File: src/rtl/dma_pkg.sv
// dma_pkg: shared types for the DMA descriptor path.
//   t_dma_descriptor   : descriptor word handed to the DMA engine
//   t_arb_state        : descriptor arbiter FSM states
//   DMA_ARB_NUM_CH_MAX : largest supported number of descriptor queues
package dma_pkg;

  localparam int DMA_ARB_NUM_CH_MAX = 8;

  typedef enum logic [1:0] {
    ARB_IDLE,
    ARB_ISSUE,
    ARB_WAIT_DONE
  } t_arb_state;

  typedef struct packed {
    logic [31:0] src_addr;
    logic [31:0] dst_addr;
    logic [15:0] len;
    logic [7:0]  ctrl;
  } t_dma_descriptor;

endpackage

File: src/rtl/dma_rr_pick.sv
// dma_rr_pick: combinational rotating-priority picker.
//   req     : request vector, one bit per channel
//   last    : index granted last time; scanning starts at last+1 with wrap
//   gnt_idx : chosen channel (0 when nothing requested)
//   gnt_vld : at least one request present
module dma_rr_pick #(
  parameter int N  = 4,
  parameter int IW = $clog2(N)
) (
  input  logic [N-1:0]  req,
  input  logic [IW-1:0] last,
  output logic [IW-1:0] gnt_idx,
  output logic          gnt_vld
);

  logic [IW-1:0] idx;

  // Walk the ring from farthest to nearest so the nearest requester
  // after 'last' is the final write and therefore wins.
  always_comb begin
    gnt_idx = '0;
    gnt_vld = 1'b0;
    idx     = '0;
    for (int k = N; k >= 1; k--) begin
      idx = IW'((int'(last) + k) % N);
      if (req[idx]) begin
        gnt_idx = idx;
        gnt_vld = 1'b1;
      end
    end
  end

endmodule

File: src/rtl/dma_desc_arbiter.sv
// dma_desc_arbiter: shares one DMA engine between NUM_CH descriptor queues.
// Looks like a single descriptor FIFO to the engine (not_empty/rdack/desc).
// Round-robin grant, per-channel stop mask, one descriptor in flight at a
// time (hold until eng_done), completion watchdog with sticky error.
//
// Optional build macro DMA_ARB_STATS_EN adds per-channel grant/stall
// counters exported on the 'stats' port ({stall,grant} per channel).
//
// Ports:
//   clk, reset_n      clock, async active-low reset
//   ch_not_empty/desc per-queue descriptor available / head descriptor
//   ch_rd_en          one-hot pop pulse to the granted queue
//   ch_stop           stop mask, stopped queues never granted
//   eng_not_empty/rdack/desc  engine FIFO face
//   eng_done          engine finished current descriptor
//   active_ch, arb_busy       granted channel, FSM not idle
//   timeout_err/ch, err_clr   watchdog sticky error, channel, clear
module dma_desc_arbiter
  import dma_pkg::*;
#(
  parameter int NUM_CH      = 4,
  parameter int DESC_W      = $bits(t_dma_descriptor),
  parameter int TIMEOUT_CYC = 65535
) (
  input  logic                       clk,
  input  logic                       reset_n,
  input  logic [NUM_CH-1:0]          ch_not_empty,
  input  logic [NUM_CH*DESC_W-1:0]   ch_desc,
  output logic [NUM_CH-1:0]          ch_rd_en,
  input  logic [NUM_CH-1:0]          ch_stop,
  output logic                       eng_not_empty,
  input  logic                       eng_rdack,
  output logic [DESC_W-1:0]          eng_desc,
  input  logic                       eng_done,
  output logic [$clog2(NUM_CH)-1:0]  active_ch,
  output logic                       arb_busy,
  output logic                       timeout_err,
  output logic [$clog2(NUM_CH)-1:0]  timeout_ch,
  input  logic                       err_clr
`ifdef DMA_ARB_STATS_EN
  ,output logic [NUM_CH*64-1:0]      stats
`endif
);

  localparam int IW   = $clog2(NUM_CH);
  localparam int WD_W = (TIMEOUT_CYC > 1) ? $clog2(TIMEOUT_CYC) : 1;
  localparam logic [WD_W-1:0] WD_LAST = WD_W'((TIMEOUT_CYC > 0) ? TIMEOUT_CYC - 1 : 0);

  t_arb_state        state;
  logic [IW-1:0]     last_grant;
  logic [WD_W-1:0]   wd_cnt;
  logic [NUM_CH-1:0] eligible;
  logic [IW-1:0]     pick_idx;
  logic              pick_vld;
  logic [DESC_W-1:0] desc_arr [NUM_CH];

  assign eligible = ch_not_empty & ~ch_stop;
  assign arb_busy = (state != ARB_IDLE);

  for (genvar g = 0; g < NUM_CH; g++) begin : g_desc
    assign desc_arr[g] = ch_desc[g*DESC_W +: DESC_W];
  end

  dma_rr_pick #(.N(NUM_CH), .IW(IW)) u_pick (
    .req     (eligible),
    .last    (last_grant),
    .gnt_idx (pick_idx),
    .gnt_vld (pick_vld)
  );

  // Pop must land in the same cycle the engine acks, so it is decoded
  // straight from state rather than registered.
  assign ch_rd_en = (state == ARB_ISSUE && eng_rdack) ? (NUM_CH'(1) << active_ch) : '0;

  always_ff @(posedge clk or negedge reset_n) begin
    if (!reset_n) begin
      state         <= ARB_IDLE;
      last_grant    <= IW'(NUM_CH - 1);
      active_ch     <= '0;
      eng_not_empty <= 1'b0;
      eng_desc      <= '0;
      timeout_err   <= 1'b0;
      timeout_ch    <= '0;
      wd_cnt        <= '0;
    end else begin
      // Clear first so a same-cycle watchdog set below overrides it.
      if (err_clr) timeout_err <= 1'b0;
      case (state)
        ARB_IDLE: begin
          if (pick_vld) begin
            active_ch     <= pick_idx;
            eng_desc      <= desc_arr[pick_idx];
            eng_not_empty <= 1'b1;
            state         <= ARB_ISSUE;
          end
        end
        ARB_ISSUE: begin
          // rdack takes priority over a simultaneous withdraw.
          if (eng_rdack) begin
            last_grant    <= active_ch;
            wd_cnt        <= '0;
            eng_not_empty <= 1'b0;
            state         <= ARB_WAIT_DONE;
          end else if (!eligible[active_ch]) begin
            // Withdrawn: last_grant untouched, so rotation is not consumed.
            eng_not_empty <= 1'b0;
            state         <= ARB_IDLE;
          end
        end
        ARB_WAIT_DONE: begin
          if (eng_done) begin
            state <= ARB_IDLE;
          end else if (TIMEOUT_CYC != 0 && wd_cnt == WD_LAST) begin
            timeout_err <= 1'b1;
            timeout_ch  <= active_ch;
            state       <= ARB_IDLE;
          end else if (wd_cnt != '1) begin
            wd_cnt <= wd_cnt + 1'b1;
          end
        end
        default: begin
          state         <= ARB_IDLE;
          eng_not_empty <= 1'b0;
        end
      endcase
    end
  end

`ifdef DMA_ARB_STATS_EN
  for (genvar g = 0; g < NUM_CH; g++) begin : g_stats
    logic [31:0] grant_cnt;
    logic [31:0] stall_cnt;
    logic        owns;

    // A channel is "granted" while it holds the engine (ISSUE or WAIT_DONE).
    assign owns = (state != ARB_IDLE) && (active_ch == IW'(g));

    always_ff @(posedge clk or negedge reset_n) begin
      if (!reset_n) begin
        grant_cnt <= '0;
        stall_cnt <= '0;
      end else if (err_clr) begin
        grant_cnt <= '0;
        stall_cnt <= '0;
      end else begin
        if (ch_rd_en[g])          grant_cnt <= grant_cnt + 32'd1;
        if (eligible[g] && !owns) stall_cnt <= stall_cnt + 32'd1;
      end
    end

    assign stats[g*64 +: 64] = {stall_cnt, grant_cnt};
  end
`endif

endmodule
File: config.mk
export PLATFORM = sky130hd
export DESIGN_NAME = dma_desc_arbiter
export DESIGN_NICKNAME = d
export VERILOG_FILES = /design/src/rtl/dma_pkg.sv /design/src/rtl/dma_rr_pick.sv /design/src/rtl/dma_desc_arbiter.sv
export SDC_FILE = /design/constraint.sdc
export NUM_CORES = 1
export LEC_CHECK = 0
export CAP_MARGIN = 20
export CORE_AREA = 3 3 178 180
export CTS_BUF_LIST = sky130_fd_sc_hd__clkbuf_8 sky130_fd_sc_hd__clkbuf_16
export DETAILED_ROUTE_END_ITERATION = 8
export DIE_AREA = 0 0 181 183
export HOLD_SLACK_MARGIN = 0.1
export SYNTH_ARGS = -nofsm -noshare
export SYNTH_HDL_FRONTEND = slang
export SYNTH_SLANG_ARGS = --single-unit
File: constraint.sdc
create_clock -name clk -period 2.7 [get_ports clk]
set_clock_uncertainty 0.1 [all_clocks]
set_input_delay 0.675 -clock clk [delete_from_list [all_inputs] [get_ports clk]]
set_output_delay 0.675 -clock clk [all_outputs]
set_load 0.01 [all_outputs]
==> reports/qor.txt, run 1 <==
Worst Hold End - last_grant[0]
FF/Latch Area - 2860 um2
Final Setup Violations - 0
Share of the synthesized area in the top cell type - 40.4%
Worst r2r src - last_grant[1]
Commonest non-fill, non-tap cells in the layout - clkdlybuf4s50_1, mux2i_1, dfrtp_1, nand2_1, o221ai_1
Vias in the first global route - 7588
Final Max Slew Viols - 0
Initial core utilization - 22.9%
Final hold viol count - 0
H-Tree Depth - 4
Chip Width - 181 um
Crit path max fanout - 11
Seq pwr share - 27.9%
Worst hold slack - 383 ps
Hold Crit Start - last_grant[0]
Cell internal pwr - 0.00666 W
Cell variety after synth - 48
Final WS setup - 92.5 ps
Clock power frac - 21.3%
RD Place Congestion - 0.883
Remaining DRCs - 0
GRT overflow - 0
R2r setup slk - 320 ps
Largest net degree at the start of global routing - 64
Clock slew seen by the registers of the worst setup and hold paths - 60 ps
Drt total wl - 31100 um
Port buffer count - 463
Tightest Pin Transition - 511 ps
Synth warnings - 0
Drt pass-1 iters - 4
Post-layout net count - 1496
CTS root buf - clkbuf_16
Number of synthesized flops with an enable pin - 0
Top cell type by total area after synthesis - dfrtp_1
Die area - 33100 um2
RSZ-0062 raised after global routing - no
Most common cell after layout, fill and taps aside - clkdlybuf4s50_1
Worst VDD drop - 0.000390 V
Switching pwr - 0.00379 W
First-pass GRT wire length - 46300 um
DIE HEIGHT - 183 um
Status - finished, final reports clean
Core area - 30300 um2
Sw Ratio - 36.3%
Max-cap violations - 0
Pwr/cell area - 813 nW/um2
Slew HR - 65.5%
WL/cell - 20.2 um
Post-route ant nets - 0
Syn nets - 1020
Clk_lat worst skew - 400 ps
Layout cells sized above 1 - 9.11%
I/O Pins - 464
CTS tree - done
Seq/Total Area, Yosys - 41.2%
CP Capture Type - register
Worst Setup Start Kind - primary input
Placement Setup Slack - -359 ps
Synth top area cells - dfrtp_1, mux2i_1, o221ai_1
Initial drt markers - 291
HP Class - reg2reg
Max Fclk - 0.384 GHz
Routed vias - 7268
Num CTS Buffers - 17
Hold Path Depth - 2
GRT Total Usage - 18.0%
Clock sink count - 114
Mapped Area - 6940 um2
WP data required - 2860 ps
HPWL after detailed placement - 24300 um
Rows - 64
Synthesis-to-layout area growth - 85.2%
Tmin final - 2610 ps
Worst R2R End - eng_desc[71]
Fill count - 2968
FFs w/ async S/R, synth - 100%
Initial antenna violation count - 1
Depth of the most critical reg-to-reg path - 7
Fin util - 42.3%
Clock Path Buffers - 2
Crit path kind - in2reg
Period utilisation layout - 96.6%
Multi-input logic area - 3780 um2
Leak - 5.25 nW
Syn_area_per_cell - 10.6 um2
Setup repair bufs after CTS - 0
Comb power frac - 50.7%
Post-DR vias/cell - 4.72
Main synth FF type - dfrtp_1
Worst Path Arrival - 2770 ps
Seq cells post-synth - 114
Synth Instances - 653
Total power - 0.0105 W
==> final cells by class <==
cell class,instances,share of cell area (%)
clock inverter,13,0.944
tap,396,3.86
multi-input combinational,482,29.4
antenna,1,0.0195
inverter,5,0.146
timing repair buffer,509,39.9
sequential,114,22.2
clock buffer,19,3.52
==> metrics by stage <==
step / setup TNS [ps] / std cells / area (um2)
global placement: -11120 / 1505 / 12300
floorplan: 0 / 653 / 6940
global route: 0 / 1539 / 12900
finish: 0 / 1539 / 12900
CTS: 0 / 1538 / 12800
detailed placement: -17290 / 1505 / 12300
==> worst max-delay path, cell delays in order <==
cell and delay (ps):
clkdlybuf4s50_1 500, and3b_1 200, o21a_1 180, nor3_2 170
buf_4 290, buf_4 260, mux2i_1 320, o221ai_1 170
==> cell usage after synthesis, types with 3 or more instances <==
| library cell | count |
|---|---|
| buf_2 | 15 |
| mux2i_1 | 176 |
| nand2b_1 | 5 |
| nor2_1 | 8 |
| nand2_1 | 112 |
| o221ai_1 | 78 |
| or4_1 | 6 |
| clkbuf_1 | 17 |
| dfrtp_1 | 112 |
| nand4_1 | 6 |
| a21oi_1 | 15 |
| mux2_2 | 3 |
| buf_6 | 5 |
| o221ai_2 | 10 |
| buf_4 | 15 |
| or3_1 | 4 |
| inv_1 | 5 |
| nand3_1 | 8 |
| o21ai_0 | 6 |
| o31ai_1 | 7 |
| and3_1 | 3 |
==> routing by layer <==
metal  GRT usage, %  share of wire [%]
met1           22.6                 41
met2           30.1                 49
met3           4.42                7.0
met4           6.61                2.9
met5              0                  0
==> how the worst max path moves through the flow <==
stage | from | to | slack, ps
after detailed placement | ch_stop[0] | eng_desc[77] | -360
after global placement | ch_stop[0] | eng_desc[71] | -280
after global routing | ch_stop[0] | eng_desc[71] | 10
final | ch_stop[0] | eng_desc[71] | 90
after CTS | eng_rdack | ch_rd_en[1] | 80
after floorplan | ch_stop[2] | eng_desc[60] | 490
==> flip-flops by register name (all words and copies together), names as in the netlist <==
signal,cells
timeout_ch,2
eng_not_empty,1
last_grant,2
wd_cnt,16
timeout_err,1
eng_desc,88
active_ch,2
state,2
==> kinds of logic (layout without fill, tap and decap cells) <==
family / after synthesis / in the layout / synth area share, %
flip-flops: 114 / 114 / 41.2
adder cells (fa/ha/maj): 2 / 2 / 0.361
multiplexers: 180 / 180 / 26.2
buffers and inverters: 57 / 546 / 4.71
AND/OR/NAND/NOR: 173 / 173 / 11.8
XOR/XNOR: 2 / 2 / 0.253
AO/OA/AOI/OAI: 125 / 125 / 15.5
other: 0 / 1 / 0
==> power groups by stage <==
| stage | registers (W) | logic [W] | clock network (W) |
|---|---|---|---|
| 2_1_floorplan | 0.00315 | 0.00213 | 0 |
| 3_3_place_gp | 0.00292 | 0.00532 | 0 |
| 3_5_place_dp | 0.00293 | 0.00536 | 0 |
| 4_1_cts | 0.00292 | 0.00539 | 0.00230 |
| 5_1_grt | 0.00301 | 0.00572 | 0.00238 |
| 6_report | 0.00292 | 0.00530 | 0.00223 |
==> what timing repair did <==
action / 4_1_cts / 5_1_grt
endpoints found under the hold margin: 21 / 0
resized for setup: 5 / 0
setup endpoints to repair: 4 / 0
hold buffers: 1 / 0
Note: power is estimated with default switching activity, not from simulation.
==> run 2: changes to the inputs <==
--- a/config.mk
+++ b/config.mk
@@ -5,7 +5,7 @@
 export SDC_FILE = /design/constraint.sdc
 export NUM_CORES = 1
 export LEC_CHECK = 0
-export CAP_MARGIN = 20
+export CAP_MARGIN = 30
 export CORE_AREA = 3 3 178 180
 export CTS_BUF_LIST = sky130_fd_sc_hd__clkbuf_8 sky130_fd_sc_hd__clkbuf_16
 export DETAILED_ROUTE_END_ITERATION = 8
==> results of run 2 <==
The final DEF is identical to that of run 1; final timing and power are the same.
==> run 3: changes to the inputs <==
--- a/config.mk
+++ b/config.mk
@@ -5,11 +5,12 @@
 export SDC_FILE = /design/constraint.sdc
 export NUM_CORES = 1
 export LEC_CHECK = 0
+export ABC_AREA = 1
 export CAP_MARGIN = 30
-export CORE_AREA = 3 3 178 180
+export CORE_AREA = 3 3 180 182
 export CTS_BUF_LIST = sky130_fd_sc_hd__clkbuf_8 sky130_fd_sc_hd__clkbuf_16
 export DETAILED_ROUTE_END_ITERATION = 8
-export DIE_AREA = 0 0 181 183
+export DIE_AREA = 0 0 183 185
 export HOLD_SLACK_MARGIN = 0.1
 export SYNTH_ARGS = -nofsm -noshare
 export SYNTH_HDL_FRONTEND = slang
==> run 3 against run 2 <==
Synthesized cell count grew 130%. Clock power shrank 5%. Hold slack lost 8.9 ps. Register-to-register slack lost 120 ps. First-iteration DRC count grew 86%. Cell count grew 54%. Critical endpoint is now ch_rd_en[1]. Largest cell class unchanged.
==> reports/qor.txt, run 3 <==
Status - finished, final reports clean
Met2 Usage GRT - 37.7% (+7.6 points)
RSZ-0062 raised after global routing - yes
Seq cells post-synth - 114 (unchanged)
Met3 Use GR - 5.44% (+1.0 points)
Synthesis-to-layout area growth - 69.6%
Tmin final - 2600 ps (-8.11 ps)
Max-cap violations - 0 (unchanged)
Drt total wl - 38200 um (+23%)
Commonest cells in the netlist - nand2_1, inv_1, nand3_1
Initial antenna violation count - 1 (unchanged)
Post-route ant nets - 0 (unchanged)
Slew HR - 71.5% (+6.1 points)
Top reg by flops - eng_desc
Met1 Track Usage GR - 25.9% (+3.3 points)
Initial core utilization - 28.8% (+5.9 points)
Share of the synthesized area in the top cell type - 31.7% (-8.7 points)
Post-layout net count - 2323 (+55%)
Number of flip-flops in the largest register - 88 (unchanged)
Remaining DRCs - 0 (unchanged)
Biggest regs - eng_desc x88, wd_cnt x16
Worst Setup Start Kind - primary input
Cell variety after synth - 30 (-38%)
Synth top area cells - dfrtp_1, nand2_1, nand3_1
I/O Pins - 464 (unchanged)
Chip Width - 183 um (+1.1%)
Most common cell after layout, fill and taps aside - nand2_1
CTS root buf - clkbuf_16
Routed vias - 10900 (+50%)
Main synth FF type - dfrtp_1
Vias in the first global route - 10500 (+39%)
Synth warnings - 0 (unchanged)
Seq/Total Area, Yosys - 32.3% (-8.9 points)
Post-DR vias/cell - 4.60 (-2.7%)
Leak - 7.96 nW (+51%)
Global routing's busiest layer - met2
Period utilisation layout - 96.3% (-0.30 points)
Core area - 30700 um2 (+1.3%)
Worst VDD drop - 0.000645 V (+65%)
Layout cells sized above 1 - 6.40% (-2.7 points)
Slowest stage delay, CP - 490 ps (about the same)
CTS tree - done
Commonest non-fill, non-tap cells in the layout - nand2_1, clkdlybuf4s50_1, inv_1, nand3_1, dfrtp_1
GRT Total Usage - 21.5% (+3.5 points)
Pwr/cell area - 1220 nW/um2 (+50%)
CP Capture Type - output port
Final Setup Violations - 0 (unchanged)
Final hold viol count - 0 (unchanged)
Mapped Area - 8850 um2 (+28%)
WP data required - 1920 ps (-940 ps)
Crit path max fanout - 3 (-8)
Max Fclk - 0.385 GHz (+0.31%)
Port buffer count - 463 (unchanged)
Fill count - 3138 (+5.7%)
CP max stage cell - clkdlybuf4s50_1
Clk_lat worst skew - 420 ps (+20 ps)
Largest net degree at the start of global routing - 76 (+19%)
Worst hold slack - 374 ps (-8.92 ps)
Number of synthesized flops with an enable pin - 0 (unchanged)
Top cell type by total area after synthesis - dfrtp_1
HPWL after detailed placement - 29300 um (+21%)
WL/cell - 16.2 um (-20%)
Syn_area_per_cell - 5.93 um2 (-44%)
Num CTS Buffers - 17 (unchanged)
Clock sink count - 114 (unchanged)
TNS Setup - 0 ps (unchanged)
FFs w/ async S/R, synth - 100% (unchanged)
RD Place Congestion - 0.902 (+2.1%)
Final Max Slew Viols - 0 (unchanged)
Drt pass-1 iters - 5 (+1)
HP Class - reg2reg
Clock Path Buffers - 2 (unchanged)
Syn nets - 1859 (+82%)
DIE HEIGHT - 185 um (+1.1%)
Die area - 33900 um2 (+2.2%)
CP cell instances - clkdlybuf4s50_1, nand3_2, inv_1, nand2_1, nor2_1, clkdlybuf4s15_1
Clock slew seen by the registers of the worst setup and hold paths - 50 ps (about the same)
First-pass GRT wire length - 57800 um (+25%)
Initial drt markers - 541 (+86%)
Crit path kind - in2out
Synth Instances - 1492 (+130%)
Worst Path Arrival - 1820 ps (-950 ps)
Rows - 64 (unchanged)
GRT overflow - 0 (unchanged)
H-Tree Depth - 4 (unchanged)
Tightest Pin Transition - 427 ps (-83.8 ps)
Top-count cell post-synth - nand2_1
-- run 3: worst paths after layout --
| kind | from | to | slack [ps] | cells after the start |
|---|---|---|---|---|
| worst min-delay path | eng_desc[79] | eng_desc[79] | 370 | 2 |
| worst max-delay path | eng_rdack | ch_rd_en[1] | 100 | 6 |
| min in group asynchronous | reset_n | eng_desc[56] | 620 | 2 |
| worst max register to register | last_grant[0] | eng_desc[22] | 200 | 16 |
| max in group asynchronous | reset_n | eng_desc[61] | 1120 | 3 |
| worst min register to register | eng_desc[79] | eng_desc[79] | 370 | 2 |
-- run 3: logic make-up (layout without fill, tap and decap cells) --
logic type	Yosys count	in the layout	share of synthesized area (%)
XOR/XNOR	5	5	0.495
other	0	1	0
adder cells (fa/ha/maj)	2	2	0.283
AND/OR/NAND/NOR	860	860	41.9
AO/OA/AOI/OAI	71	71	5.32
buffers and inverters	440	917	19.8
flip-flops	114	114	32.3
-- run 3: cell type report --
type                       instances  area [um2]  area share [%]
sequential                       114        2860            19.0
tap                              396         495            3.30
multi-input combinational        938        4310            28.7
clock inverter                    15         123           0.817
antenna                            1        2.50          0.0167
clock buffer                      17         425            2.83
inverter                         352        1320            8.82
timing repair buffer             533        5470            36.4
-- run 3: where the power goes --
| group | switching [W] | total (W) | leakage [nW] | internal, W |
|---|---|---|---|---|
| logic | 0.00753 | 0.0132 | 6.27 | 0.00565 |
| registers | 0.000499 | 0.00302 | 1.43 | 0.00252 |
| clock network | 0.000870 | 0.00212 | 0.267 | 0.00125 |
-- run 3: repair_timing --
action,CTS,global route
endpoints found under the setup margin,4,59
hold buffers,1,0
endpoints found under the hold margin,20,0
pin swaps,0,1
gates resized for setup,5,12
buffers inserted,0,1
cloned,0,2
-- run 3: per-stage QoR --
step	utilization (%)	total power, W	setup WS [ps]	cells	cell area, um2
global route	48.8	0.0200	-8.09	2366	15000
global placement	46.7	0.0158	-337	2329	14400
detailed placement	46.7	0.0159	-332	2329	14400
CTS	48.5	0.0181	42.2	2362	14900
finish	48.8	0.0183	101	2366	15000
floorplan	-	0.0102	558	1492	8850
-- run 3: metal layers --
metal	vias to the layer above	routed length, um	share of wire, %
li1	5489	-	-
met1	4925	15500	41
met2	419	18900	49
met3	40	3050	8.0
met4	0	784	2.1
met5	-	0	0
-- run 3: worst max-delay path: cells and delay by family --
| family | cells | cell delay [ps] |
|---|---|---|
| and+or+nand+nor | 3 | 290 |
| buffers and inverters | 3 | 850 |
